File: src/rtl/pc_seq_ctrl_if.sv
// Sequencer-facing bundle: instruction fetch handshake, execute handshake and PC control.
// The master side is the sequencer; the slave side is memory, datapath and PC.
interface pc_seq_ctrl_if #(
   parameter int DW = 16
);
   logic          imem_req;
   logic          imem_ack;
   logic [DW-1:0] imem_rdata;
   logic          exe_start;
   logic          exe_done;
   logic          zero_flag;
   logic [DW-1:0] pc_addr;
   logic          pc_en;
   logic          pc_jump;
   logic [DW-1:0] pc_target;

   modport master (
      output imem_req, exe_start, pc_en, pc_jump, pc_target,
      input  imem_ack, imem_rdata, exe_done, zero_flag, pc_addr
   );

   modport slave (
      input  imem_req, exe_start, pc_en, pc_jump, pc_target,
      output imem_ack, imem_rdata, exe_done, zero_flag, pc_addr
   );
endinterface

File: src/rtl/pc_seq_ctrl.sv
// Multi-cycle fetch/decode/execute/update sequencer for the 16-bit RISC PC.
// JMP/BEQZ are resolved locally; every other opcode is handed to the datapath.
module pc_seq_ctrl #(
   parameter int          DW        = 16,
   parameter logic [3:0]  OP_HALT   = 4'hF,
   parameter logic [3:0]  OP_JMP    = 4'hC,
   parameter logic [3:0]  OP_BEQZ   = 4'hD,
   parameter int          FETCH_TMO = 15
) (
   input  logic                clk,
   input  logic                rst,
   input  logic                run,
   input  logic                stall,
   output logic [DW-1:0]       ir,
   output logic                halted,
   output logic                fault,
   output logic [2:0]          state,
   pc_seq_ctrl_if.master       bus
);

   typedef enum logic [2:0] {
      S_IDLE   = 3'd0,
      S_FETCH  = 3'd1,
      S_DECODE = 3'd2,
      S_EXEC   = 3'd3,
      S_UPDATE = 3'd4,
      S_HALT   = 3'd5
   } state_t;

   localparam int          TW       = $clog2(FETCH_TMO + 1);
   localparam logic [TW-1:0] TMO_LAST = TW'(FETCH_TMO - 1);

   state_t        state_q, state_d;
   logic [DW-1:0] ir_q, ir_d;
   logic [TW-1:0] cnt_q, cnt_d;
   logic          fault_q, fault_d;
   logic          jump_q, jump_d;
   logic [DW-1:0] target_q, target_d;
   logic          start_q, start_d;
   logic          run_q, run_d;

   logic [3:0]           op;
   logic signed [DW-1:0] br_off;
   logic [DW-1:0]        br_tgt;
   logic [DW-1:0]        jmp_tgt;

   assign op      = ir_q[DW-1 -: 4];
   assign br_off  = {{(DW-8){ir_q[7]}}, ir_q[7:0]};
   assign br_tgt  = bus.pc_addr + DW'(1) + br_off;
   // JMP stays inside the current 4K page: keep the page bits of the PC.
   assign jmp_tgt = {bus.pc_addr[DW-1 -: 4], ir_q[DW-5:0]};

   always_ff @(posedge clk or negedge rst) begin
      if (!rst) begin
         state_q  <= S_IDLE;
         ir_q     <= '0;
         cnt_q    <= '0;
         fault_q  <= 1'b0;
         jump_q   <= 1'b0;
         target_q <= '0;
         start_q  <= 1'b0;
         run_q    <= 1'b0;
      end else begin
         state_q  <= state_d;
         ir_q     <= ir_d;
         cnt_q    <= cnt_d;
         fault_q  <= fault_d;
         jump_q   <= jump_d;
         target_q <= target_d;
         start_q  <= start_d;
         run_q    <= run_d;
      end
   end

   always_comb begin
      state_d  = state_q;
      ir_d     = ir_q;
      cnt_d    = cnt_q;
      fault_d  = fault_q;
      jump_d   = jump_q;
      target_d = target_q;
      start_d  = 1'b0;
      run_d    = run;
      case (state_q)
         S_IDLE: begin
            if (run) state_d = S_FETCH;
         end
         S_FETCH: begin
            if (bus.imem_ack) begin
               ir_d    = bus.imem_rdata;
               cnt_d   = '0;
               state_d = S_DECODE;
            end else if (cnt_q == TMO_LAST) begin
               cnt_d   = '0;
               fault_d = 1'b1;
               state_d = S_HALT;
            end else begin
               cnt_d = cnt_q + TW'(1);
            end
         end
         S_DECODE: begin
            if (op == OP_HALT) begin
               state_d = S_HALT;
            end else if (op == OP_JMP) begin
               jump_d   = 1'b1;
               target_d = jmp_tgt;
               state_d  = S_UPDATE;
            end else if (op == OP_BEQZ) begin
               jump_d   = bus.zero_flag;
               target_d = bus.zero_flag ? br_tgt : '0;
               state_d  = S_UPDATE;
            end else begin
               jump_d   = 1'b0;
               target_d = '0;
               start_d  = 1'b1;
               state_d  = S_EXEC;
            end
         end
         S_EXEC: begin
            // exe_done may coincide with the start pulse.
            if (bus.exe_done) state_d = S_UPDATE;
         end
         S_UPDATE: begin
            if (!stall) state_d = S_FETCH;
         end
         S_HALT: begin
            if (run && !run_q) state_d = S_FETCH;
         end
         default: state_d = S_IDLE;
      endcase
   end

   // Outputs decode straight from flops so reset clears them without a clock.
   always_comb begin
      bus.imem_req  = (state_q == S_FETCH);
      bus.exe_start = start_q;
      bus.pc_en     = (state_q == S_UPDATE) && !stall;
      bus.pc_jump   = jump_q;
      bus.pc_target = target_q;
      halted        = (state_q == S_HALT);
      fault         = fault_q;
      ir            = ir_q;
      state         = state_q;
   end

endmodule

File: src/flat_wrapper.sv
// flat-port wrapper written by rule: the top's interface ports become plain ports
module pc_seq_ctrl_flat 
#(
   parameter int          DW        = 16,
   parameter logic [3:0]  OP_HALT   = 4'hF,
   parameter logic [3:0]  OP_JMP    = 4'hC,
   parameter logic [3:0]  OP_BEQZ   = 4'hD,
   parameter int          FETCH_TMO = 15
)
  (clk, rst, run, stall, ir, halted, fault, state, bus_imem_req, bus_exe_start, bus_pc_en, bus_pc_jump, bus_pc_target, bus_imem_ack, bus_imem_rdata, bus_exe_done, bus_zero_flag, bus_pc_addr);
  pc_seq_ctrl_if #(.DW(DW)) bus_i ();
  input  logic clk;
  input  logic rst;
  input  logic run;
  input  logic stall;
  output logic [DW-1:0] ir;
  output logic halted;
  output logic fault;
  output logic [2:0] state;
  output wire logic [$bits(bus_i.imem_req)-1:0] bus_imem_req;
  output wire logic [$bits(bus_i.exe_start)-1:0] bus_exe_start;
  output wire logic [$bits(bus_i.pc_en)-1:0] bus_pc_en;
  output wire logic [$bits(bus_i.pc_jump)-1:0] bus_pc_jump;
  output wire logic [$bits(bus_i.pc_target)-1:0] bus_pc_target;
  input wire logic [$bits(bus_i.imem_ack)-1:0] bus_imem_ack;
  input wire logic [$bits(bus_i.imem_rdata)-1:0] bus_imem_rdata;
  input wire logic [$bits(bus_i.exe_done)-1:0] bus_exe_done;
  input wire logic [$bits(bus_i.zero_flag)-1:0] bus_zero_flag;
  input wire logic [$bits(bus_i.pc_addr)-1:0] bus_pc_addr;
  assign bus_imem_req = bus_i.imem_req;
  assign bus_exe_start = bus_i.exe_start;
  assign bus_pc_en = bus_i.pc_en;
  assign bus_pc_jump = bus_i.pc_jump;
  assign bus_pc_target = bus_i.pc_target;
  assign bus_i.imem_ack = bus_imem_ack;
  assign bus_i.imem_rdata = bus_imem_rdata;
  assign bus_i.exe_done = bus_exe_done;
  assign bus_i.zero_flag = bus_zero_flag;
  assign bus_i.pc_addr = bus_pc_addr;
  pc_seq_ctrl #(.DW(DW), .OP_HALT(OP_HALT), .OP_JMP(OP_JMP), .OP_BEQZ(OP_BEQZ), .FETCH_TMO(FETCH_TMO)) u_core (.clk(clk), .rst(rst), .run(run), .stall(stall), .ir(ir), .halted(halted), .fault(fault), .state(state), .bus(bus_i));
endmodule
File: config.mk
export PLATFORM = sky130hd
export DESIGN_NAME = pc_seq_ctrl_flat
export DESIGN_NICKNAME = d
export VERILOG_FILES = /design/src/rtl/pc_seq_ctrl_if.sv /design/src/rtl/pc_seq_ctrl.sv /design/src/flat_wrapper.sv
export SDC_FILE = /design/constraint.sdc
export NUM_CORES = 1
export LEC_CHECK = 0
export BUFFER_PORTS_ARGS = -buffer_cell sky130_fd_sc_hd__buf_4
export CAP_MARGIN = 20
export CELL_PAD_IN_SITES_DETAIL_PLACEMENT = 1
export CELL_PAD_IN_SITES_GLOBAL_PLACEMENT = 2
export CORE_UTILIZATION = 28
export DETAILED_ROUTE_END_ITERATION = 7
export PLACE_DENSITY = 0.74
export SYNTH_ARGS = -nofsm -noshare
export SYNTH_HDL_FRONTEND = slang
export SYNTH_SLANG_ARGS = --single-unit
File: constraint.sdc
create_clock -name clk -period 2.5 [get_ports clk]
set_clock_uncertainty 0.15 [all_clocks]
set_input_delay 0.125 -clock clk [delete_from_list [all_inputs] [get_ports clk]]
set_output_delay 0.125 -clock clk [all_outputs]
set_load 0.05 [all_outputs]
Word level (Yosys, flattened, before mapping)

Index checks and enable logic that the tools add are counted.
W data, S select, Z words.

Add/sub/neg operators: 3
Multiply operators: 0
Div/mod/pow operators: 0
Order comparisons: 0
Equal/unequal tests: 14
Shift operators: 0
Muxes and demuxes: 21
Bitwise gates (word level): 2
Reductions and logical operators: 9

Operators with widths:

| operator                | count |
|---|---|
| $mux W16                | 3 |
| $mux W3                 | 9 |
| $pmux W3 S6             | 1 |
| $add A16 B1 Y16 const B | 1 |
| $add A16 B16 Y16        | 1 |
| $eq A4 B4 Y1 const B    | 4 |
| $mux W4                 | 2 |
| $eq A3 B2 Y1 const B    | 2 |
| $eq A3 B3 Y1 const B    | 2 |
| $mux W1                 | 6 |
| $ne A2 B2 Y1 const B    | 3 |
| $reduce_and A5 Y1       | 1 |
| $add A4 B1 Y4 const B   | 1 |
| $reduce_and A2 Y1       | 2 |
| $eq A3 B1 Y1 const B    | 1 |
| $logic_not A3 Y1        | 1 |
| $ne A3 B1 Y1 const B    | 1 |
| $reduce_and A3 Y1       | 1 |
| $logic_and A1 B1 Y1     | 2 |
| $logic_not A1 Y1        | 2 |
| $ne A2 B1 Y1 const B    | 1 |
| $not A1 Y1              | 2 |

Register bits: 43
Bits in latches: 0
RAM bits: 0
Bits in read-only memories: 0
Memories: 0

Depth between registers and ports, before layout

Gate-level depths: netlist (run 1).

Depth in word-level cells: 5
Depth in mapped cells: 10

Worst setup path after synthesis (run 1)

Ideal clock, no wire load.

Path type: register to register
Start point: register u_core.ir_q[0] (netlist: u_core.ir[0])
End point: register u_core.target_q[14] (netlist: u_core.bus.pc_target[14])
Setup time: 0.104 ns
Arrival: 2.447 ns
Path slack: -0.201 ns
Stages on the path, launching flop included: 11
Buffers on the path: 0
Cell sequence: dfrtp_1 -> inv_1 -> ha_1 -> inv_1 -> fa_1 -> a21oi_1 -> o2bb2ai_1 -> o21ai_1 -> a21oi_1 -> or4b_1 -> o311ai_1

Cells in the longest elaborated chain, start to end: 4

Ends and longest elaborated chain:

| item                   | RTL line           | source |
|---|---|---|
| start, declared        | pc_seq_ctrl.sv:34  | `logic [DW-1:0] ir_q, ir_d;` |
| start signal, assigned | pc_seq_ctrl.sv:65  | `ir_q <= ir_d;` |
| $add A16 B16 Y16       | pc_seq_ctrl.sv:49  | `assign br_tgt = bus.pc_addr + DW'(1) + br_off;` |
| $mux W16               | pc_seq_ctrl.sv:110 | `target_d = bus.zero_flag ? br_tgt : '0;` |
| $mux W16               | pc_seq_ctrl.sv:108 | `end else if (op == OP_BEQZ) begin` |
| $mux W16               | pc_seq_ctrl.sv:104 | `end else if (op == OP_JMP) begin` |
| end signal, assigned   | pc_seq_ctrl.sv:69  | `target_q <= target_d;` |
| end, declared          | pc_seq_ctrl.sv:38  | `logic [DW-1:0] target_q, target_d;` |

No other way between the ends.
A chain may end at the register's enable or synchronous reset.

Worst setup path after layout (run 1)

Start point: register u_core.ir_q[7] (netlist: u_core.ir[7])
End point: register u_core.target_q[14] (netlist: u_core.bus.pc_target[14])

The elaborated chain is that of the path after synthesis.

==> flow_summary.html, run 1 <==
<table>
<tr><th>Metric</th><th>Value</th></tr>
<tr><th colspan="2">Status</th></tr>
<tr><td>Run status</td><td>completed</td></tr>
<tr><th colspan="2">Clocking</th></tr>
<tr><td>H-Tree Depth</td><td>2</td></tr>
<tr><td>Clock buffer count from CTS</td><td>5</td></tr>
<tr><td>Max Root-Sink Buffers</td><td>2</td></tr>
<tr><td>TritonCTS Sinks</td><td>43</td></tr>
<tr><td>Clock tree from TritonCTS</td><td>yes</td></tr>
<tr><td>Skew-Pair Late Insertion Delay</td><td>290 ps</td></tr>
<tr><td>Clk slew on worst S/H paths</td><td>90 ps</td></tr>
<tr><td>Cell chosen for the clock root</td><td>clkbuf_8</td></tr>
<tr><th colspan="2">Synth</th></tr>
<tr><td>Count of yosys warnings during synthesis</td><td>0</td></tr>
<tr><td>Adder-cell area share of the yosys netlist</td><td>8.93%</td></tr>
<tr><td>Post-Synthesis Cells</td><td>289</td></tr>
<tr><td>Yosys reg bits</td><td>43</td></tr>
<tr><td>Sequential-to-total area share from yosys stat</td><td>39.2%</td></tr>
<tr><td>Complex-gate fraction of the synthesized area</td><td>21.4%</td></tr>
<tr><td>Post-synthesis share of cell area spent on and, or, nand and nor gates</td><td>17.9%</td></tr>
<tr><td>Leading cell types by total area after synthesis</td><td>dfrtp_1, ha_1, mux2_1</td></tr>
<tr><td>Xor and xnor fraction of the mapped netlist area</td><td>2.87%</td></tr>
<tr><td>Number of flops mapped to enable cells by yosys</td><td>0</td></tr>
<tr><td>Dominant cell type by area after synthesis</td><td>dfrtp_1</td></tr>
<tr><td>Proportion of synthesized flip-flops having asynchronous set or reset</td><td>100%</td></tr>
<tr><td>Largest family of logic cells by synthesized area</td><td>compound AO/OA/AOI/OAI gates</td></tr>
<tr><td>Synthesized area</td><td>2750 um2</td></tr>
<tr><td>Number of distinct standard cells referenced by the synthesized netlist</td><td>60</td></tr>
<tr><td>Post-synth net total</td><td>347</td></tr>
<tr><td>Synthesized area per cell</td><td>9.50 um2</td></tr>
<tr><td>Mux contribution to synthesized area</td><td>6.10%</td></tr>
<tr><td>Most instantiated flip-flop cell in the synthesis netlist</td><td>dfrtp_1</td></tr>
<tr><td>Portion of synthesized cell area occupied by the leading cell type</td><td>39.2%</td></tr>
<tr><th colspan="2">Timing</th></tr>
<tr><td>Worst hold slack</td><td>4.24 ps</td></tr>
<tr><td>Final setup fails</td><td>0</td></tr>
<tr><td>Final Cycle Share</td><td>97.0%</td></tr>
<tr><td>Hold violation total from the final report</td><td>0</td></tr>
<tr><td>Highest achievable clock rate</td><td>412 MHz</td></tr>
<tr><td>RSZ-0062 raised after global routing</td><td>yes</td></tr>
<tr><td>Actual transition at the worst max-transition pin</td><td>594 ps</td></tr>
<tr><td>Sum Neg Setup Slack</td><td>0 ps</td></tr>
<tr><td>Final setup slack of the worst path</td><td>75.5 ps</td></tr>
<tr><td>Minimum period implied by the final worst setup slack</td><td>2420 ps</td></tr>
<tr><td>Final Max Slew Viols</td><td>0</td></tr>
<tr><td>Max transition margin</td><td>60.1%</td></tr>
<tr><th colspan="2">Critical path</th></tr>
<tr><td>R2r startpoint</td><td>u_core.ir[7]</td></tr>
<tr><td>Critical Path RT</td><td>2540 ps</td></tr>
<tr><td>CP Max Fanout</td><td>8</td></tr>
<tr><td>Kind of capture point of the worst setup path</td><td>flip-flop</td></tr>
<tr><td>Endpoint of the lowest-slack register-to-register path</td><td>u_core.bus.pc_target[14]</td></tr>
<tr><td>Depth of the most critical reg-to-reg path</td><td>7</td></tr>
<tr><td>Crit Path Class</td><td>flip-flop to flip-flop</td></tr>
<tr><td>Nature of the critical path startpoint</td><td>flip-flop</td></tr>
<tr><td>Flop2flop setup slack</td><td>80 ps</td></tr>
<tr><td>Data arrival time of the critical path</td><td>2460 ps</td></tr>
<tr><th colspan="2">Hold path</th></tr>
<tr><td>Source of the worst hold timing path</td><td>stall</td></tr>
<tr><td>Worst Hold End</td><td>u_core.state[2]</td></tr>
<tr><td>Worst Hold Depth</td><td>3</td></tr>
<tr><td>Path category of the worst min-delay check</td><td>primary input to flip-flop</td></tr>
<tr><th colspan="2">Global route</th></tr>
<tr><td>Vias in the first global route</td><td>2742</td></tr>
<tr><td>Met3 usage</td><td>3.33%</td></tr>
<tr><td>Congestion Overflow GR</td><td>0</td></tr>
<tr><td>Global-route wire length before repair</td><td>13.8 mm</td></tr>
<tr><td>Global-route layer with the greatest usage</td><td>met2</td></tr>
<tr><td>Gr usage total</td><td>17.3%</td></tr>
<tr><td>Met1 global-route usage</td><td>23.6%</td></tr>
<tr><td>Met2 usage in global routing</td><td>29.3%</td></tr>
<tr><td>Pin count of the biggest net entering global routing</td><td>44</td></tr>
<tr><td>Number of antenna violations at the first check in global routing</td><td>0</td></tr>
<tr><th colspan="2">Die</th></tr>
<tr><td>Site Rows</td><td>35</td></tr>
<tr><td>Starting utilization of the core area</td><td>29.3%</td></tr>
<tr><td>Chip height</td><td>101 um</td></tr>
<tr><td>Core area</td><td>9370 um2</td></tr>
<tr><td>Die Footprint</td><td>10200 um2</td></tr>
<tr><td>Die outline width</td><td>101 um</td></tr>
<tr><td>I/O pin count</td><td>80</td></tr>
<tr><th colspan="2">Finish</th></tr>
<tr><td>Share of the core filled with cells in the final layout</td><td>43.0%</td></tr>
<tr><td>Net total in the final layout</td><td>471</td></tr>
<tr><td>Final design area excluding fillers</td><td>4030 um2</td></tr>
<tr><td>Fraction of final layout cells sized beyond drive strength 1</td><td>33.3%</td></tr>
<tr><td>N_diodes</td><td>0</td></tr>
<tr><td>Number of standard cells in the layout, taps in and fillers out</td><td>543</td></tr>
<tr><td>Area growth syn-to-layout</td><td>46.8%</td></tr>
<tr><th colspan="2">Pwr</th></tr>
<tr><td>Total power</td><td>5.65 mW</td></tr>
<tr><td>Cell Pwr Density</td><td>1400 nW/um2</td></tr>
<tr><td>Peak VDD IR</td><td>0.000804 V</td></tr>
<tr><td>Static Leakage</td><td>1.90 nW</td></tr>
<tr><th colspan="2">Route</th></tr>
<tr><td>Average via count per standard cell</td><td>4.85</td></tr>
<tr><td>Post-route DRC violation count</td><td>0</td></tr>
<tr><td>Vias after detailed routing</td><td>2632</td></tr>
<tr><td>Initial DRC Count</td><td>69</td></tr>
<tr><td>Iteration count of the initial detailed-routing pass</td><td>4</td></tr>
<tr><td>Count of nets left with antenna violations after detail routing</td><td>0</td></tr>
<tr><td>WL final</td><td>8.43 mm</td></tr>
<tr><td>WL per Instance</td><td>15.5 um</td></tr>
<tr><th colspan="2">Placement</th></tr>
<tr><td>Area post-placement</td><td>3680 um2</td></tr>
<tr><td>Post-Place Setup Slack</td><td>-33.6 ps</td></tr>
<tr><td>Input/output buffers</td><td>79</td></tr>
<tr><td>Total instance count after detailed placement</td><td>515</td></tr>
<tr><td>Final GP Congestion</td><td>0.799</td></tr>
<tr><td>HPWL after detailed placement</td><td>6.39 mm</td></tr>
<tr><th colspan="2">Flow run</th></tr>
<tr><td>Max_cap viols</td><td>0</td></tr>
</table>
area by class of cell:
class / instances / area (um2)
fillers: 1122 / 5340
multi-input cells: 223 / 1650
flip-flops and latches: 43 / 1080
repair buffers: 126 / 1010
well taps: 129 / 161
clock buffers: 7 / 76.3
inverters: 14 / 52.6
clock inverters: 1 / 5.00
where the power goes:
| group | switching [mW] | internal [mW] |
|---|---|---|
| Sequential | 0.284 | 1.01 |
| Combinational | 2.42 | 1.49 |
| Clock | 0.247 | 0.197 |
registers in the layout, indices dropped and copies added, names as in the netlist:
| register | count |
|---|---|
| u_core.fault | 1 |
| u_core.ir | 16 |
| u_core.state | 3 |
| u_core.bus.pc_jump | 1 |
| u_core.bus.exe_start | 1 |
| u_core.bus.pc_target | 16 |
| u_core.cnt_q | 4 |
| u_core.run_q | 1 |
critical path, stage by stage (launching register included):
cell and delay, ps:
dfrtp_2 480, ha_1 380, a21o_1 180, a21o_1 170, a21oi_1 270, a21oi_2 100, or4b_1 500, o311ai_1 100
cell usage after synthesis, drive strengths merged (3+ instances only):
master	number
a21o	6
a21oi	20
a221oi	8
and3	7
buf	5
clkbuf	4
dfrtp	43
ha	18
inv	14
mux2	14
nand2	23
nand3	8
nor2	28
nor2b	5
nor3	7
o21a	6
o21ai	19
o31ai	5
or3	3
xnor2	5
xor2	4
how the worst max path moves through the flow:
| stage | cells past startpoint | from | to |
|---|---|---|---|
| floorplan | 10 | u_core.ir[0] | u_core.bus.pc_target[14] |
| global route | 7 | u_core.ir[7] | u_core.bus.pc_target[14] |
| detailed placement | 10 | u_core.ir[0] | u_core.bus.pc_target[14] |
| CTS | 7 | u_core.ir[3] | u_core.bus.pc_target[9] |
| finish | 7 | u_core.ir[7] | u_core.bus.pc_target[14] |
| global placement | 10 | u_core.ir[0] | u_core.bus.pc_target[14] |
cell families after synthesis:
group | after synthesis
DFF | 43
adders and majority gates | 19
AOI/OAI and AO/OA | 85
muxes | 15
buffers and inverters | 23
and+or+nand+nor | 95
xor gates and xnor gates | 9
per-layer routing:
metal	part of all wire, %	vias to the layer above
met1	49	1263
met2	47	62
li1	-	1305
met4	0.095	0
met3	4.4	2
met5	0	-
timing repair:
action                                  in CTS  in global routing
endpoints found under the hold margin       61                  0
resized for setup                            2                 11
hold buffers                                19                  0
pin swaps                                    1                  3
buffers inserted                             0                  1
cloned                                       0                  0
endpoints found under the setup margin       1                  6
cell usage in the layout (no fill, tap or decap), types with 3 or more instances in the layout:
cell	n
ha_1	14
dlygate4sd3_1	19
xor2_1	4
o21ai_0	7
inv_1	13
nor2b_1	5
and3_1	6
a21oi_1	18
clkbuf_8	5
nand2_1	22
xnor2_1	5
buf_4	106
o31ai_1	4
mux2_1	14
nor2_1	27
nor3_1	6
dfrtp_2	4
a221oi_1	7
o21ai_1	11
or3_1	3
nand3_1	8
a21o_1	6
ha_4	3
dfrtp_1	39
o21a_1	5
Note: power is estimated with default switching activity, not from simulation.
==> inputs of run 2 (changes only) <==
==> constraint.sdc (replaced) <==
create_clock -name clk -period 2.5 [get_ports clk]
set_clock_uncertainty 0.15 [all_clocks]
set_input_delay 0.125 -clock clk [delete_from_list [all_inputs] [get_ports clk]]
set_output_delay 0.125 -clock clk [all_outputs]
set_load 0.005 [all_outputs]
==> flow_summary.html, run 2 (synthesized netlist as in run 1, its figures left out) <==
<table>
<tr><th>Metric</th><th>Value</th></tr>
<tr><th colspan="2">Global route</th></tr>
<tr><td>Gr usage total</td><td>17.7%</td></tr>
<tr><td>Vias in the first global route</td><td>2816</td></tr>
<tr><td>Number of antenna violations at the first check in global routing</td><td>0</td></tr>
<tr><td>Global-route wire length before repair</td><td>14.2 mm</td></tr>
<tr><td>Congestion Overflow GR</td><td>0</td></tr>
<tr><td>Pin count of the biggest net entering global routing</td><td>44</td></tr>
<tr><th colspan="2">Pwr</th></tr>
<tr><td>Proportion of power drawn by combinational gates</td><td>59.6%</td></tr>
<tr><td>Cell Pwr Density</td><td>1150 nW/um2</td></tr>
<tr><td>Peak VDD IR</td><td>0.000375 V</td></tr>
<tr><td>Sequential power share</td><td>27.9%</td></tr>
<tr><td>Static Leakage</td><td>1.92 nW</td></tr>
<tr><td>Net switching share of the total power</td><td>40.8%</td></tr>
<tr><td>Net Sw Power</td><td>1.90 mW</td></tr>
<tr><td>Cell Int Power</td><td>2.77 mW</td></tr>
<tr><td>Total power</td><td>4.67 mW</td></tr>
<tr><td>Fraction of power consumed by the clock network</td><td>12.5%</td></tr>
<tr><th colspan="2">Finish</th></tr>
<tr><td>Net total in the final layout</td><td>472</td></tr>
<tr><td>Area growth syn-to-layout</td><td>48.0%</td></tr>
<tr><td>Commonest cells after routing, fill and taps aside</td><td>buf_4, dfrtp_1, nor2_1</td></tr>
<tr><td>Fraction of final layout cells sized beyond drive strength 1</td><td>33.0%</td></tr>
<tr><td>Number of standard cells in the layout, taps in and fillers out</td><td>544</td></tr>
<tr><td>Leading cell type in the layout, fill and taps excluded</td><td>buf_4</td></tr>
<tr><td>N_diodes</td><td>0</td></tr>
<tr><td>Share of the core filled with cells in the final layout</td><td>43.4%</td></tr>
<tr><td>Final design area excluding fillers</td><td>4060 um2</td></tr>
<tr><th colspan="2">Timing</th></tr>
<tr><td>Final setup slack of the worst path</td><td>104 ps</td></tr>
<tr><td>Final setup fails</td><td>0</td></tr>
<tr><td>Worst hold slack</td><td>43.3 ps</td></tr>
<tr><td>Highest achievable clock rate</td><td>417 MHz</td></tr>
<tr><td>Hold violation total from the final report</td><td>0</td></tr>
<tr><td>Sum Neg Setup Slack</td><td>0 ps</td></tr>
<tr><td>Max transition margin</td><td>61.8%</td></tr>
<tr><td>Final Max Slew Viols</td><td>0</td></tr>
<tr><td>Minimum period implied by the final worst setup slack</td><td>2400 ps</td></tr>
<tr><td>Final Cycle Share</td><td>95.8%</td></tr>
<tr><td>Actual transition at the worst max-transition pin</td><td>569 ps</td></tr>
<tr><th colspan="2">Route</th></tr>
<tr><td>Count of nets left with antenna violations after detail routing</td><td>0</td></tr>
<tr><td>Average via count per standard cell</td><td>4.91</td></tr>
<tr><td>WL final</td><td>8.58 mm</td></tr>
<tr><td>Post-route DRC violation count</td><td>0</td></tr>
<tr><td>WL per Instance</td><td>15.8 um</td></tr>
<tr><td>Vias after detailed routing</td><td>2670</td></tr>
<tr><td>Iteration count of the initial detailed-routing pass</td><td>4</td></tr>
<tr><td>Initial DRC Count</td><td>73</td></tr>
<tr><th colspan="2">Clocking</th></tr>
<tr><td>Cell chosen for the clock root</td><td>clkbuf_8</td></tr>
<tr><td>Max Root-Sink Buffers</td><td>2</td></tr>
<tr><td>Skew-Pair Late Insertion Delay</td><td>300 ps</td></tr>
<tr><td>H-Tree Depth</td><td>2</td></tr>
<tr><td>TritonCTS Sinks</td><td>43</td></tr>
<tr><td>Clock tree from TritonCTS</td><td>yes</td></tr>
<tr><td>Clock buffer count from CTS</td><td>5</td></tr>
<tr><td>Clk slew on worst S/H paths</td><td>90 ps</td></tr>
<tr><th colspan="2">Die</th></tr>
<tr><td>Die outline width</td><td>101 um</td></tr>
<tr><td>I/O pin count</td><td>80</td></tr>
<tr><td>Die Footprint</td><td>10200 um2</td></tr>
<tr><td>Site Rows</td><td>35</td></tr>
<tr><td>Chip height</td><td>101 um</td></tr>
<tr><td>Starting utilization of the core area</td><td>29.3%</td></tr>
<tr><td>Core area</td><td>9370 um2</td></tr>
<tr><th colspan="2">Critical path</th></tr>
<tr><td>Flop2flop setup slack</td><td>100 ps</td></tr>
<tr><td>Cell Chain, Critical Path</td><td>ha_2 &gt; a21o_1 &gt; o21a_4 &gt; o311ai_4 &gt; a31oi_1 &gt; or3_1 &gt; a31o_1</td></tr>
<tr><td>Library cell contributing the largest single delay on the critical path</td><td>dfrtp_1</td></tr>
<tr><td>Data arrival time of the critical path</td><td>2440 ps</td></tr>
<tr><td>Nature of the critical path startpoint</td><td>flip-flop</td></tr>
<tr><td>Kind of capture point of the worst setup path</td><td>flip-flop</td></tr>
<tr><td>Critical Path RT</td><td>2550 ps</td></tr>
<tr><td>Largest stage delay on the critical path</td><td>420 ps</td></tr>
<tr><td>Crit Path Class</td><td>flip-flop to flip-flop</td></tr>
<tr><td>CP Max Fanout</td><td>6</td></tr>
<tr><th colspan="2">Placement</th></tr>
<tr><td>Post-Place Setup Slack</td><td>1.99 ps</td></tr>
<tr><td>Total instance count after detailed placement</td><td>513</td></tr>
<tr><td>Area post-placement</td><td>3660 um2</td></tr>
<tr><td>Input/output buffers</td><td>79</td></tr>
<tr><td>Final GP Congestion</td><td>0.861</td></tr>
<tr><td>HPWL after detailed placement</td><td>6.50 mm</td></tr>
<tr><th colspan="2">Flow run</th></tr>
<tr><td>Max_cap viols</td><td>0</td></tr>
<tr><th colspan="2">Hold path</th></tr>
<tr><td>Path category of the worst min-delay check</td><td>primary input to flip-flop</td></tr>
<tr><th colspan="2">Status</th></tr>
<tr><td>Run status</td><td>completed</td></tr>
</table>
run 2: cell count changes in the layout (fill, tap and decap cells not counted), moves of 2 or more:
cell and delta:
clkbuf_1 -2, dlygate4sd3_1 +2, dfrtp_2 -2, dfrtp_1 +2
run 2: layout make-up:
class	count	area (um2)
Inverter	14	52.6
Tap cell	129	161
Sequential cell	43	1080
Clock inverter	2	35.0
Fill cell	1140	5310
Clock buffer	6	82.6
Timing Repair Buffer	127	1020
Multi-Input combinational cell	223	1640
run 2: worst paths after layout:
check	cells past startpoint	endpoint	start
worst max-delay path	7	u_core.bus.pc_target[9]	u_core.ir[4]
worst min-delay path	4	u_core.state[0]	bus_imem_ack
worst max register to register	7	u_core.bus.pc_target[9]	u_core.ir[4]
worst min register to register	1	u_core.fault	u_core.fault
max in group asynchronous	2	u_core.ir[7]	rst
min in group asynchronous	2	u_core.ir[2]	rst
run 2: timing repair:
| item | in CTS | in global routing |
|---|---|---|
| setup buffers | 0 | 2 |
| gates cloned | 0 | 0 |
| endpoints found under the setup margin | 1 | 7 |
| resized for setup | 1 | 15 |
| endpoints found under the hold margin | 63 | 0 |
| hold buffers | 21 | 0 |
| pin swaps | 1 | 4 |
run 2: worst max-delay path: cells and delay by family (launching register included):
kind	cells	cell delay, ps
AND/OR/NAND/NOR	1	340
adder cells (fa/ha/maj)	1	320
flip-flops	1	420
AO/OA/AOI/OAI	5	1070
run 2: per-layer routing:
metal  routed length [um]  GRT usage [%]
met5                    0              0
met4                   63           3.01
met3                  397           2.91
met2                 4050           30.2
met1                 4070           23.7
run 2: power groups by stage:
stage | Sequential, mW | Clock [mW] | Combinational [mW]
6_report | 1.30 | 0.585 | 2.78
5_1_grt | 1.36 | 0.630 | 3.10
4_1_cts | 1.30 | 0.610 | 2.71
3_5_place_dp | 1.32 | 0 | 2.66
3_3_place_gp | 1.30 | 0 | 2.61
2_1_floorplan | 1.28 | 0 | 1.48
